===== config.mk =====
export PLATFORM = sky130hd
export DESIGN_NAME = video_pattern_gen
export DESIGN_NICKNAME = d
export VERILOG_FILES = /design/src/rtl/video_pkg.sv /design/src/rtl/vtg_counter.sv /design/src/rtl/video_pattern_gen.sv
export SDC_FILE = /design/constraint.sdc
export NUM_CORES = 1
export LEC_CHECK = 0
export BUFFER_PORTS_ARGS = -buffer_cell sky130_fd_sc_hd__buf_2
export CORE_UTILIZATION = 45
export CTS_BUF_LIST = sky130_fd_sc_hd__clkbuf_4
export CTS_CLUSTER_SIZE = 12
export DETAILED_ROUTE_END_ITERATION = 8
export GPL_TIMING_DRIVEN = 0
export PLACE_DENSITY_LB_ADDON = 0.2
export SYNTH_ARGS = -nofsm -noshare
export SYNTH_HDL_FRONTEND = slang
export SYNTH_HIERARCHICAL = 1
export SYNTH_SLANG_ARGS = --single-unit
export TNS_END_PERCENT = 50

===== constraint.sdc =====
create_clock -name clk -period 4.2 [get_ports clk]
set_input_delay 0.63 -clock clk [delete_from_list [all_inputs] [get_ports clk]]
set_output_delay 0.63 -clock clk [all_outputs]
set_load 0.01 [all_outputs]

===== src/rtl/video_pkg.sv =====
// Shared definitions for the video pattern generator: pattern modes and
// controller state encoding.
package video_pkg;

   typedef enum logic [1:0] {
      MODE_RAMP  = 2'd0,
      MODE_BARS  = 2'd1,
      MODE_CHECK = 2'd2,
      MODE_CONST = 2'd3
   } mode_t;

   typedef enum logic {
      ST_IDLE = 1'b0,
      ST_RUN  = 1'b1
   } state_t;

endpackage


===== src/rtl/vtg_counter.sv =====
// Horizontal/vertical raster counter. Advances only while run is high and
// flags the last clock of each frame.
module vtg_counter #(
   parameter int H_TOTAL = 1440,
   parameter int V_TOTAL = 600,
   localparam int HW = $clog2(H_TOTAL),
   localparam int VW = $clog2(V_TOTAL)
) (
   input  logic          clk,
   input  logic          reset,
   input  logic          run,
   output logic [HW-1:0] h_cnt,
   output logic [VW-1:0] v_cnt,
   output logic          frame_wrap
);

   logic h_last;
   logic v_last;

   assign h_last     = (h_cnt == HW'(H_TOTAL - 1));
   assign v_last     = (v_cnt == VW'(V_TOTAL - 1));
   assign frame_wrap = run && h_last && v_last;

   // NOTE: sequential state uses non-blocking assignments so every register
   // samples pre-edge values, and the async reset sits in the sensitivity list.
   always_ff @(posedge clk or posedge reset) begin
      if (reset) begin
         h_cnt <= '0;
         v_cnt <= '0;
      end else if (run) begin
         if (h_last) begin
            h_cnt <= '0;
            v_cnt <= v_last ? '0 : v_cnt + VW'(1);
         end else begin
            h_cnt <= h_cnt + HW'(1);
         end
      end
   end

endmodule


===== src/rtl/video_pattern_gen.sv =====
// Test-pattern video source: ramp, colour bars, checkerboard or constant,
// with registered vsync/dvalid/sof timing and a completed-frame counter.
module video_pattern_gen
   import video_pkg::*;
#(
   parameter int IW      = 640,
   parameter int IH      = 512,
   parameter int DW      = 8,
   parameter int NCH     = 1,
   parameter int H_TOTAL = 1440,
   parameter int V_TOTAL = 600,
   parameter int VS_B    = 5,
   parameter int VS_E    = 55,
   parameter int VLD_B   = 65,
   parameter int CK      = 3
) (
   input  logic              clk,
   input  logic              reset,
   input  logic              en,
   input  logic [1:0]        mode,
   input  logic [NCH*DW-1:0] const_val,
   output logic              vsync,
   output logic              dvalid,
   output logic [NCH*DW-1:0] data,
   output logic              sof,
   output logic [15:0]       frame_cnt
);

   localparam int HW = $clog2(H_TOTAL);
   localparam int VW = $clog2(V_TOTAL);

   if ((IW % 8 != 0) || (IW >= H_TOTAL) || (VLD_B + IH > V_TOTAL) || (VS_E >= VLD_B)) begin : g_bad_params
      $error("video_pattern_gen: illegal timing parameter combination");
   end

   state_t            state_q, state_d;
   logic              run;
   logic [HW-1:0]     h_cnt;
   logic [VW-1:0]     v_cnt;
   logic              frame_wrap;
   mode_t             mode_q;
   logic [NCH*DW-1:0] const_q;

   logic [31:0]       x, y;
   logic              active, vs_active, chk;
   logic [DW-1:0]     ramp;
   logic [2:0]        bar_rgb;
   logic [NCH*DW-1:0] pix;

   vtg_counter #(
      .H_TOTAL (H_TOTAL),
      .V_TOTAL (V_TOTAL)
   ) u_vtg_counter (
      .clk        (clk),
      .reset      (reset),
      .run        (run),
      .h_cnt      (h_cnt),
      .v_cnt      (v_cnt),
      .frame_wrap (frame_wrap)
   );

   assign run = (state_q == ST_RUN);

   always_ff @(posedge clk or posedge reset) begin
      if (reset) state_q <= ST_IDLE;
      else       state_q <= state_d;
   end

   // NOTE: every signal driven here gets a default first so no latch is inferred.
   always_comb begin
      state_d = state_q;
      case (state_q)
         ST_IDLE: if (en) state_d = ST_RUN;
         ST_RUN:  if (frame_wrap && !en) state_d = ST_IDLE;
         default: state_d = ST_IDLE;
      endcase
   end

   // Pixel coordinates; y wraps negative outside the active window, where data is masked.
   assign x         = 32'(h_cnt);
   assign y         = 32'(v_cnt) - 32'(VLD_B);
   assign active    = (x < 32'(IW)) && (32'(v_cnt) >= 32'(VLD_B)) && (32'(v_cnt) < 32'(VLD_B + IH));
   assign vs_active = (32'(v_cnt) >= 32'(VS_B)) && (32'(v_cnt) <= 32'(VS_E));
   assign ramp      = DW'(x + y);
   assign bar_rgb   = 3'(32'd7 - x / 32'(IW / 8));
   assign chk       = x[CK] ^ y[CK];

   always_comb begin
      pix = '0;
      for (int c = 0; c < NCH; c++) begin
         case (mode_q)
            MODE_RAMP:  pix[c*DW +: DW] = ramp;
            MODE_BARS:  pix[c*DW +: DW] = ((bar_rgb >> (c % 3)) & 3'b001) != 3'b000 ? '1 : '0;
            MODE_CHECK: pix[c*DW +: DW] = chk ? '1 : '0;
            default:    pix[c*DW +: DW] = const_q[c*DW +: DW];
         endcase
      end
   end

   // Pattern selection is latched once per frame so a frame is never mixed.
   always_ff @(posedge clk or posedge reset) begin
      if (reset) begin
         mode_q  <= MODE_RAMP;
         const_q <= '0;
      end else if (run && (h_cnt == '0) && (v_cnt == '0)) begin
         mode_q  <= mode_t'(mode);
         const_q <= const_val;
      end
   end

   always_ff @(posedge clk or posedge reset) begin
      if (reset) begin
         vsync  <= 1'b1;
         dvalid <= 1'b0;
         data   <= '0;
         sof    <= 1'b0;
      end else if (run) begin
         vsync  <= !vs_active;
         dvalid <= active;
         data   <= active ? pix : '0;
         sof    <= active && (h_cnt == '0) && (v_cnt == VW'(VLD_B));
      end else begin
         vsync  <= 1'b1;
         dvalid <= 1'b0;
         data   <= '0;
         sof    <= 1'b0;
      end
   end

   always_ff @(posedge clk or posedge reset) begin
      if (reset)           frame_cnt <= '0;
      else if (frame_wrap) frame_cnt <= frame_cnt + 16'd1;
   end

endmodule


==> run_results.csv, run 1 <==
group,metric,value,unit
power_and_ir_drop,powerDensity,405.5,nW/um2
floorplanning,die_area,8801,um2
synthesis,netlist_area,3794,um2
power_and_ir_drop,power.switching,604.8,uW
power_and_ir_drop,p_int,1118,uW
floorplanning,core_area,8175,um2
worst_setup_path,arrival,3.95,ns
detailed_routing,dr.first_iter.drc_count,119,
cells_and_area,mostFrequentLayoutCell,"dfrtp_1",
detailed_routing,avgViaCountPerCell,5.520,
global_routing,grt-ovfl-total,0,
sta,relative_slew_slack,45.82,%
worst_setup_path,setup.worst_path.start_class,"register",
worst_setup_path,critical_path.endpoint_type,"register",
power_and_ir_drop,ir_drop,170.5,uV
synthesis,post-synth-top-area-cell,"dfrtp_1",
synthesis,ys_top_cells_by_area,"dfrtp_1, xnor2_1, ha_1",
floorplanning,boundaryPins,40,
sta,final_hold_viol_count,0,
floorplanning,fp-row-count,33,
worst_setup_path,launch_instance_of_the_worst_register_to_register_path,"u_vtg_counter/h_cnt[8]$_DFFE_PP0P_",
detailed_routing,dr_total_vias,3047,
placement,routabilityCongestion,0.9059,
cts,tritoncts,"built",
cells_and_area,design.final.nets,470,
synthesis,post_synth_inst_count,392,
floorplanning,floorplan.die.width,93.82,um
placement,hpwlAfterDp,5921,um
power_and_ir_drop,p_sw_share,35.10,%
global_routing,grt_pass1_vias,2827,
detailed_routing,detailedRoute.firstPassIterationCount,4,
global_routing,grt_antenna_before_repair,0,
cts,clock_latency,0.40,ns
cts,cts_buffer_depth,2,
worst_setup_path,worst-r2r-setup-slack,0.53,ns
synthesis,post-synth-top-area-fraction,38.26,%
worst_setup_path,crit_path_max_fanout,9,
synthesis,yosys_warn_count,6,
cts,cts-resized-gates,0,
power_and_ir_drop,power_frac_clock,22.9,%
synthesis,synth_ff_type,"dfrtp_1",
power_and_ir_drop,p_seq_share,43.6,%
sta,final_min_period_over_clock_period,87.33,%
sta,grt_setup_unrepaired,"false",
sta,maxSlewViolCount,0,
cts,tritoncts_num_sinks,59,
cells_and_area,postLayoutCoreUtil,51.97,%
detailed_routing,final_antenna_net_count,0,
global_routing,grt_use_total,19.38,%
outcome,status,"finished, final reports clean",
detailed_routing,detail_route.drc_violations,0,
global_routing,grt_start_max_net_pins,39,
power_and_ir_drop,power.static_leakage,0.001961,uW
floorplanning,fp.dieH,93.82,um
sta,period_minus_slack,3.668,ns
detailed_routing,wl,8054,um
cts,cts-hold-fix-buffers,0,
sta,setup_viol,0,
flow_run,max_cap_violations,0,
sta,max_slew.worst_pin.slew,0.8116,ns
synthesis,synth_sequential_area_ratio,38.95,%
sta,final.hold.worst_slack,0.3838,ns
synthesis,avg_inst_size_synth,9.678,um2
floorplanning,initial_utilization,46.40,%
worst_setup_path,crit_reg_reg_endpoint,"data[2]$_DFF_PP0_",
worst_setup_path,critPathCapture,"data[2]$_DFF_PP0_",
sta,fmax,272.6,MHz
worst_setup_path,reg2regPathDepth,12,
power_and_ir_drop,power.combinational.fraction,33.5,%
cells_and_area,synthesis_to_layout_area_growth,12.01,%
worst_setup_path,worst-setup-path-type,"register to register",
cts,clk_root_buffer_cell,"clkbuf_4",
synthesis,synth-edff-count,0,
cells_and_area,drive_gt1_share,22.82,%
placement,place.port_buffers,39,
detailed_routing,detail_route.wl_per_cell,14.59,um
cts,cts_setup_buffers,0,
cells_and_area,antennaDiodeCount,0,
sta,fin_skew,0.02074,ns
cts,numCtsBuffers,9,
worst_setup_path,worst_setup_path_startpoint,"u_vtg_counter/h_cnt[8]$_DFFE_PP0P_",
synthesis,synth-seq-cells,59,
worst_setup_path,crit_required,4.48,ns
cts,htree_levels,3,
cells_and_area,final_cell_mix,"dfrtp_1, buf_2, nand2_1",
synthesis,postSynth.asyncResetShare,100.0,%
global_routing,global_route_wire_length_before_repair,13190,um
hold_path,worstHoldPathType,"input port to async pin",
synthesis,syn_nets,420,
synthesis,yosysUniqueCellTypes,75,
sta,tns,0,ns
cts,cts.reportedPaths.clkPinSlew,0.10,ns
logic make-up (layout without fill, tap and decap cells):
family,Yosys count,count (layout),synth area share [%]
and+or+nand+nor,151,151,23.25
AOI/OAI and AO/OA,82,82,15.34
DFF,59,59,38.95
xor gates and xnor gates,38,38,8.773
buffers and inverters,34,89,4.683
adders and majority gates,17,17,5.739
muxes,11,11,3.265
through the flow:
stage	setup WS, ns	power (uW)	instance area, um2	std cells
2_1_floorplan	0.8011	1216	3794	392
6_report	0.5320	1723	4249	552
4_1_cts	0.5031	1739	4249	552
3_5_place_dp	0.5030	1345	4120	536
3_3_place_gp	0.4939	1327	4120	536
5_1_grt	0.2380	1865	4249	552
sequential cells by signal, indices dropped and copies added, names as in the netlist:
signal               flops
run                      1
u_vtg_counter/h_cnt     11
vsync                    1
dvalid                   1
const_q                  8
sof                      1
frame_cnt               16
data                     8
mode_q                   2
u_vtg_counter/v_cnt     10
cell type report:
| type | count | area (um2) |
|---|---|---|
| Sequential cell | 59 | 1478 |
| Inverter | 23 | 86.33 |
| Clock buffer | 11 | 82.58 |
| Multi-Input combinational cell | 299 | 2138 |
| Fill cell | 762 | 3926 |
| Clock inverter | 5 | 46.29 |
| Buffer | 11 | 91.34 |
| Tap cell | 105 | 131.4 |
| Timing Repair Buffer | 39 | 195.2 |
how the worst min path moves through the flow:
stage / end / from
global route: run$_DFF_PP0_ / en
floorplan: const_q[4]$_DFFE_PP0P_ / const_q[4]$_DFFE_PP0P_
global placement: frame_cnt[15]$_DFFE_PP0P_ / frame_cnt[15]$_DFFE_PP0P_
detailed placement: frame_cnt[15]$_DFFE_PP0P_ / frame_cnt[15]$_DFFE_PP0P_
CTS: u_vtg_counter/v_cnt[3]$_DFFE_PP0P_ / reset
finish: u_vtg_counter/v_cnt[5]$_DFFE_PP0P_ / reset
power groups by stage:
stage / Clock (uW) / Sequential [uW] / Combinational [uW]
after detailed placement: 0 / 763 / 582
after floorplan: 0 / 724 / 492
after global placement: 0 / 759 / 568
after CTS: 403 / 752 / 584
after global routing: 440 / 765 / 661
final: 394 / 751 / 578
metal layers:
metal  vias up  global-route usage (%)  share of wire [%]
li1       1506                       -                  -
met1      1465                   25.09                 48
met2        60                   31.14                 47
met3        16                   3.803                3.2
met4         0                   8.846                1.9
met5         -                       0                  0
cells in the mapped netlist, types with 3 or more instances:
cell / instances
a22o_1: 3
mux2i_1: 3
inv_1: 23
nor2_1: 21
xnor2_1: 29
nor2b_1: 9
nand4b_1: 3
o21ai_1: 4
buf_4: 5
and2_2: 4
nand4_1: 13
and3_1: 10
ha_1: 14
o211ai_1: 4
nor3_1: 11
mux2_2: 7
nand2b_1: 6
a21oi_1: 10
dfrtp_1: 58
xor2_1: 9
o21ai_0: 28
nand3b_1: 4
a21o_1: 5
and2b_2: 3
nand3_1: 8
nand2_1: 33
critical path: stages, from the launching register on:
cell       delay (ns)
dfrtp_1          0.45
buf_6            0.16
or2_2            0.32
ha_1             0.38
and2b_4          0.31
o21ai_2          0.05
a211o_1          0.36
maj3_2           0.35
a2111oi_2        0.38
maj3_2           0.29
a221oi_4         0.11
o21ai_4          0.26
o221ai_1         0.14
Note: power is estimated with default switching activity, not from simulation.
==> inputs of run 2 (changes only) <==
--- a/config.mk
+++ b/config.mk
@@ -10,7 +10,7 @@
 export CTS_BUF_LIST = sky130_fd_sc_hd__clkbuf_4
 export CTS_CLUSTER_SIZE = 12
 export DETAILED_ROUTE_END_ITERATION = 8
-export GPL_TIMING_DRIVEN = 0
+export GPL_TIMING_DRIVEN = 1
 export PLACE_DENSITY_LB_ADDON = 0.2
 export SYNTH_ARGS = -nofsm -noshare
 export SYNTH_HDL_FRONTEND = slang
==> run_results.csv, run 2 (synthesized netlist as in run 1, its figures left out) <==
group,metric,value,unit
outcome,status,"finished, final reports clean",
sta,max_slew.worst_pin.slew,1.015,ns
worst_setup_path,crit_path_max_fanout,8,
cts,numCtsBuffers,9,
worst_setup_path,crit_required,4.51,ns
sta,fmax,290.6,MHz
floorplanning,fp.dieH,93.82,um
sta,fin_skew,0.02137,ns
cells_and_area,mostFrequentLayoutCell,"dfrtp_1",
floorplanning,initial_utilization,46.40,%
floorplanning,boundaryPins,40,
worst_setup_path,critical_path.endpoint_type,"register",
power_and_ir_drop,ir_drop,302.2,uV
global_routing,grt_start_max_net_pins,39,
cells_and_area,largest_register_ff_count,16,
hold_path,worstHoldPathType,"input port to async pin",
worst_setup_path,setup.worst_path.start_class,"register",
sta,maxSlewViolCount,0,
detailed_routing,wl,7890,um
floorplanning,floorplan.die.width,93.82,um
detailed_routing,final_antenna_net_count,0,
worst_setup_path,path_cells,"or2_2 > ha_1 > or2b_1 > o41ai_1 > a32oi_1 > and2_2 > nor3b_1 > a311o_2 > a221oi_4 > o21ai_4 > o211ai_1",
worst_setup_path,worst-setup-path-type,"register to register",
placement,routabilityCongestion,0.8634,
cts,cts.reportedPaths.clkPinSlew,0.09,ns
floorplanning,core_area,8175,um2
cts,tritoncts_num_sinks,59,
flow_run,max_cap_violations,0,
detailed_routing,dr_total_vias,2956,
cts,htree_levels,3,
global_routing,global_route_wire_length_before_repair,13440,um
cells_and_area,final-instance-count-excl-fill,544,
sta,setup_viol,0,
floorplanning,fp-row-count,33,
cells_and_area,postLayoutCoreUtil,51.24,%
power_and_ir_drop,powerDensity,406.6,nW/um2
power_and_ir_drop,power.static_leakage,0.001924,uW
worst_setup_path,critPathBufInv,0,
cells_and_area,largest_registers,"frame_cnt (16), u_vtg_counter/h_cnt (11), u_vtg_counter/v_cnt (10)",
worst_setup_path,slowest_stage,"dfrtp_1",
cts,cts_setup_buffers,0,
cts,clk_root_buffer_cell,"clkbuf_4",
global_routing,grt_antenna_before_repair,0,
global_routing,grt-ovfl-total,0,
placement,place.port_buffers,39,
worst_setup_path,slowest_delay,0.38,ns
cts,cts-hold-fix-buffers,0,
cts,clock_latency,0.40,ns
placement,placed_area,4059,um2
detailed_routing,detail_route.drc_violations,0,
worst_setup_path,cp_top_family,"compound AO/OA/AOI/OAI gates",
detailed_routing,detail_route.wl_per_cell,14.50,um
detailed_routing,dr.first_iter.drc_count,134,
sta,relative_slew_slack,32.06,%
cells_and_area,largest-register,"frame_cnt",
sta,grt_setup_unrepaired,"false",
sta,tns,0,ns
cells_and_area,final_cell_mix,"dfrtp_1, buf_2, nand2_1",
detailed_routing,avgViaCountPerCell,5.434,
placement,hpwlAfterDp,5774,um
worst_setup_path,arrival,3.75,ns
cells_and_area,antennaDiodeCount,0,
cts,tritoncts,"built",
placement,place_inst,529,
global_routing,grt_pass1_vias,2847,
sta,final_min_period_over_clock_period,81.93,%
sta,final_hold_viol_count,0,
cells_and_area,synthesis_to_layout_area_growth,10.42,%
cts,cts-resized-gates,0,
floorplanning,die_area,8801,um2
cts,cts_buffer_depth,2,
cells_and_area,design_area,4189,um2
sta,period_minus_slack,3.441,ns
detailed_routing,detailedRoute.firstPassIterationCount,4,
cells_and_area,drive_gt1_share,22.32,%
cells_and_area,design.final.nets,463,
global_routing,grt_use_total,19.46,%
## run 2: changes by cell type in the layout (fill, tap and decap cells not counted), sizes merged
cell | previous run | this run
clkdlybuf4s25 | 1 | 0
buf | 46 | 43
clkbuf | 14 | 10
clkinvlp | 0 | 2
clkinv | 4 | 2
## run 2: metrics by stage
step / total power (uW) / setup WS (ns) / hold slack [ns]
3_5_place_dp: 1322 / 0.7861 / 0.4654
5_1_grt: 1830 / 0.5082 / 0.3726
4_1_cts: 1720 / 0.7646 / 0.3381
6_report: 1703 / 0.7589 / 0.3212
2_1_floorplan: 1216 / 0.8011 / 0.4814
3_3_place_gp: 1305 / 0.8233 / 0.4579
## run 2: path summary, 6_finish.rpt
| kind | start | to | slack (ns) | depth (start not counted) |
|---|---|---|---|---|
| hold reg to reg | frame_cnt[15]$_DFFE_PP0P_ | frame_cnt[15]$_DFFE_PP0P_ | 0.48 | 1 |
| hold / removal | reset | run$_DFF_PP0_ | 0.32 | 3 |
| setup / recovery | u_vtg_counter/h_cnt[9]$_DFFE_PP0P_ | data[6]$_DFF_PP0_ | 0.76 | 11 |
| setup reg to reg | u_vtg_counter/h_cnt[9]$_DFFE_PP0P_ | data[6]$_DFF_PP0_ | 0.76 | 11 |
| max in group asynchronous | reset | u_vtg_counter/h_cnt[8]$_DFFE_PP0P_ | 3.31 | 2 |
| min in group clk | en | run$_DFF_PP0_ | 0.41 | 2 |
## run 2: worst reg2reg max path: cells and delay by family, from the launching register on
| kind | cells | cell delay, ns |
|---|---|---|
| fa+ha+maj | 1 | 0.37 |
| compound gates | 6 | 1.61 |
| simple gates | 4 | 1.00 |
| flops | 1 | 0.38 |
## run 2: per-layer routing
layer | vias up | share of wire [%] | wire length [um] | GRT usage, %
met1 | 1397 | 49 | 3899 | 27.07
met4 | 0 | 1.3 | 103 | 7.308
met3 | 10 | 3.8 | 301 | 3.155
met5 | - | 0 | 0 | 0
met2 | 55 | 45 | 3585 | 30.29
li1 | 1494 | - | - | -
## run 2: power breakdown
group          switching, uW  leakage [uW]  total (uW)  internal (uW)
clock network            210     0.0000683         393            183
logic                    261       0.00107         520            259
registers                143      0.000782         790            647
## run 2: cell type report
type | instances | area (um2)
Tap cell | 105 | 131.4
Sequential cell | 59 | 1478
Clock inverter | 5 | 55.05
Multi-Input combinational cell | 299 | 2138
Clock buffer | 10 | 75.07
Fill cell | 771 | 3986
Timing Repair Buffer | 43 | 225.2
Inverter | 23 | 86.33
==> inputs of run 3 (changes only) <==
==> constraint.sdc (replaced) <==
create_clock -name clk -period 3.19 [get_ports clk]
set_input_delay 0.4785 -clock clk [delete_from_list [all_inputs] [get_ports clk]]
set_output_delay 0.4785 -clock clk [all_outputs]
set_load 0.01 [all_outputs]
==> run_results.csv, run 3 (synthesized netlist as in run 1, its figures left out) <==
group,metric,value,unit
outcome,status,"finished, final reports clean",
worst_setup_path,critical_path.endpoint_type,"register",
worst_setup_path,crit_required,3.46,ns
floorplanning,floorplan.die.width,93.82,um
worst_setup_path,arrival,3.42,ns
detailed_routing,detail_route.drc_violations,0,
detailed_routing,detailedRoute.firstPassIterationCount,4,
flow_run,max_cap_violations,0,
cells_and_area,final_cell_mix,"dfrtp_1, buf_2, nand2_1",
hold_path,worstHoldPathType,"input port to async pin",
sta,maxSlewViolCount,0,
placement,place_inst,539,
worst_setup_path,worst-setup-path-type,"register to register",
floorplanning,boundaryPins,40,
sta,setup_viol,0,
sta,fmax,318.3,MHz
placement,hpwlAfterDp,5891,um
detailed_routing,detail_route.wl_per_cell,15.00,um
power_and_ir_drop,ir_drop,275.9,uV
sta,final_hold_viol_count,0,
sta,relative_slew_slack,44.66,%
sta,max_slew.worst_pin.slew,0.8292,ns
detailed_routing,avgViaCountPerCell,5.552,
cells_and_area,design.final.nets,478,
cells_and_area,largest_registers,"frame_cnt (16), u_vtg_counter/h_cnt (11), u_vtg_counter/v_cnt (10)",
cts,cts.reportedPaths.clkPinSlew,0.12,ns
global_routing,grt_pass1_vias,2883,
sta,grt_setup_unrepaired,"true",
global_routing,grt_start_max_net_pins,39,
cells_and_area,drive_gt1_share,27.03,%
global_routing,grt_use_total,19.94,%
placement,place.port_buffers,39,
cts,clk_root_buffer_cell,"clkbuf_4",
cts,htree_levels,3,
placement,placed_area,4149,um2
detailed_routing,wl,8400,um
cts,tritoncts_num_sinks,59,
floorplanning,initial_utilization,46.40,%
placement,routabilityCongestion,0.8380,
cts,cts-hold-fix-buffers,0,
floorplanning,fp-row-count,33,
cells_and_area,largest-register,"frame_cnt",
worst_setup_path,setup.worst_path.start_class,"register",
floorplanning,die_area,8801,um2
cells_and_area,design_area,4403,um2
sta,period_minus_slack,3.142,ns
power_and_ir_drop,powerDensity,517.9,nW/um2
worst_setup_path,crit_path_max_fanout,7,
sta,final_min_period_over_clock_period,98.48,%
cells_and_area,synthesis_to_layout_area_growth,16.06,%
floorplanning,core_area,8175,um2
power_and_ir_drop,power.static_leakage,0.002013,uW
cts,tritoncts,"built",
global_routing,grt_antenna_before_repair,0,
cts,cts_buffer_depth,2,
detailed_routing,final_antenna_net_count,0,
global_routing,grt-ovfl-total,0,
cells_and_area,largest_register_ff_count,16,
cts,numCtsBuffers,9,
cells_and_area,mostFrequentLayoutCell,"dfrtp_1",
floorplanning,fp.dieH,93.82,um
global_routing,global_route_wire_length_before_repair,13620,um
sta,fin_skew,0.02424,ns
cells_and_area,antennaDiodeCount,0,
cells_and_area,fillerInstances,774,
cts,clock_latency,0.40,ns
detailed_routing,dr.first_iter.drc_count,115,
detailed_routing,dr_total_vias,3109,
cells_and_area,final-instance-count-excl-fill,560,
==> run 3: cell types whose count changed in the layout (fill, tap and decap cells not counted), sizes merged <==
cell,previous run,this run
bufinv,1,0
buf,43,58
clkinv,2,4
==> run 3: repair_timing <==
item | 4_1_cts | 5_1_grt
endpoints found under the setup margin | 0 | 8
gates resized for setup | 0 | 16
buffers inserted | 0 | 6
==> run 3: worst paths after layout <==
check	from	endpoint	slack, ns	depth (start not counted)
min in group clk	en	run$_DFF_PP0_	0.24	2
hold / removal	reset	run$_DFF_PP0_	0.15	3
hold reg to reg	frame_cnt[15]$_DFFE_PP0P_	frame_cnt[15]$_DFFE_PP0P_	0.48	1
max in group asynchronous	reset	u_vtg_counter/v_cnt[1]$_DFFE_PP0P_	2.44	2
setup / recovery	u_vtg_counter/h_cnt[8]$_DFFE_PP0P_	data[6]$_DFF_PP0_	0.05	12
setup reg to reg	u_vtg_counter/h_cnt[8]$_DFFE_PP0P_	data[6]$_DFF_PP0_	0.05	12
==> run 3: final cells by class <==
| cell class | instances | area (um2) | area share, % |
|---|---|---|---|
| well taps | 105 | 131.4 | 2.984 |
| repair buffers | 58 | 350.3 | 7.957 |
| flip-flops and latches | 59 | 1478 | 33.56 |
| clock inverters | 6 | 42.54 | 0.9662 |
| clock buffers | 10 | 75.07 | 1.705 |
| multi-input cells | 299 | 2240 | 50.87 |
| inverters | 23 | 86.33 | 1.961 |
==> run 3: where the power goes <==
group / switching (uW) / internal, uW / total, uW
logic: 419 / 390 / 809
registers: 151 / 852 / 1000
clock network: 301 / 168 / 469
==> run 3: stage by stage <==
| step | TNS, ns | setup WS (ns) | hold WS [ns] | utilization (%) | power, uW |
|---|---|---|---|---|---|
| after global routing | -0.8812 | -0.1331 | 0.1981 | 53.86 | 2456 |
| after detailed placement | 0 | 0.03344 | 0.4611 | 50.75 | 1764 |
| after CTS | 0 | 0.002540 | 0.1648 | 52.19 | 2238 |
| final | 0 | 0.04836 | 0.1533 | 53.86 | 2280 |
| after global placement | 0 | 0.1037 | 0.4606 | 50.75 | 1743 |
| after floorplan | 0 | 0.07030 | 0.4550 | - | 1602 |
==> run 3: critical path, stage by stage (launching register included) <==
cell	delay (ns)
dfrtp_1	0.39
or2_4	0.26
ha_4	0.24
and2b_4	0.28
o21ai_2	0.05
a211o_1	0.36
maj3_2	0.36
a2111oi_4	0.29
maj3_2	0.27
a221oi_4	0.09
o21ai_4	0.21
buf_12	0.14
o211ai_1	0.07
==> run 3: routing by layer <==
metal / track usage, % / routed length (um) / up-vias / share of wire, %
met5: 0 / 0 / - / 0
met1: 27.71 / 4157 / 1514 / 49
met4: 7.564 / 128 / 0 / 1.5
li1: - / - / 1522 / -
met3: 3.398 / 277 / 13 / 3.3
met2: 30.90 / 3836 / 60 / 46
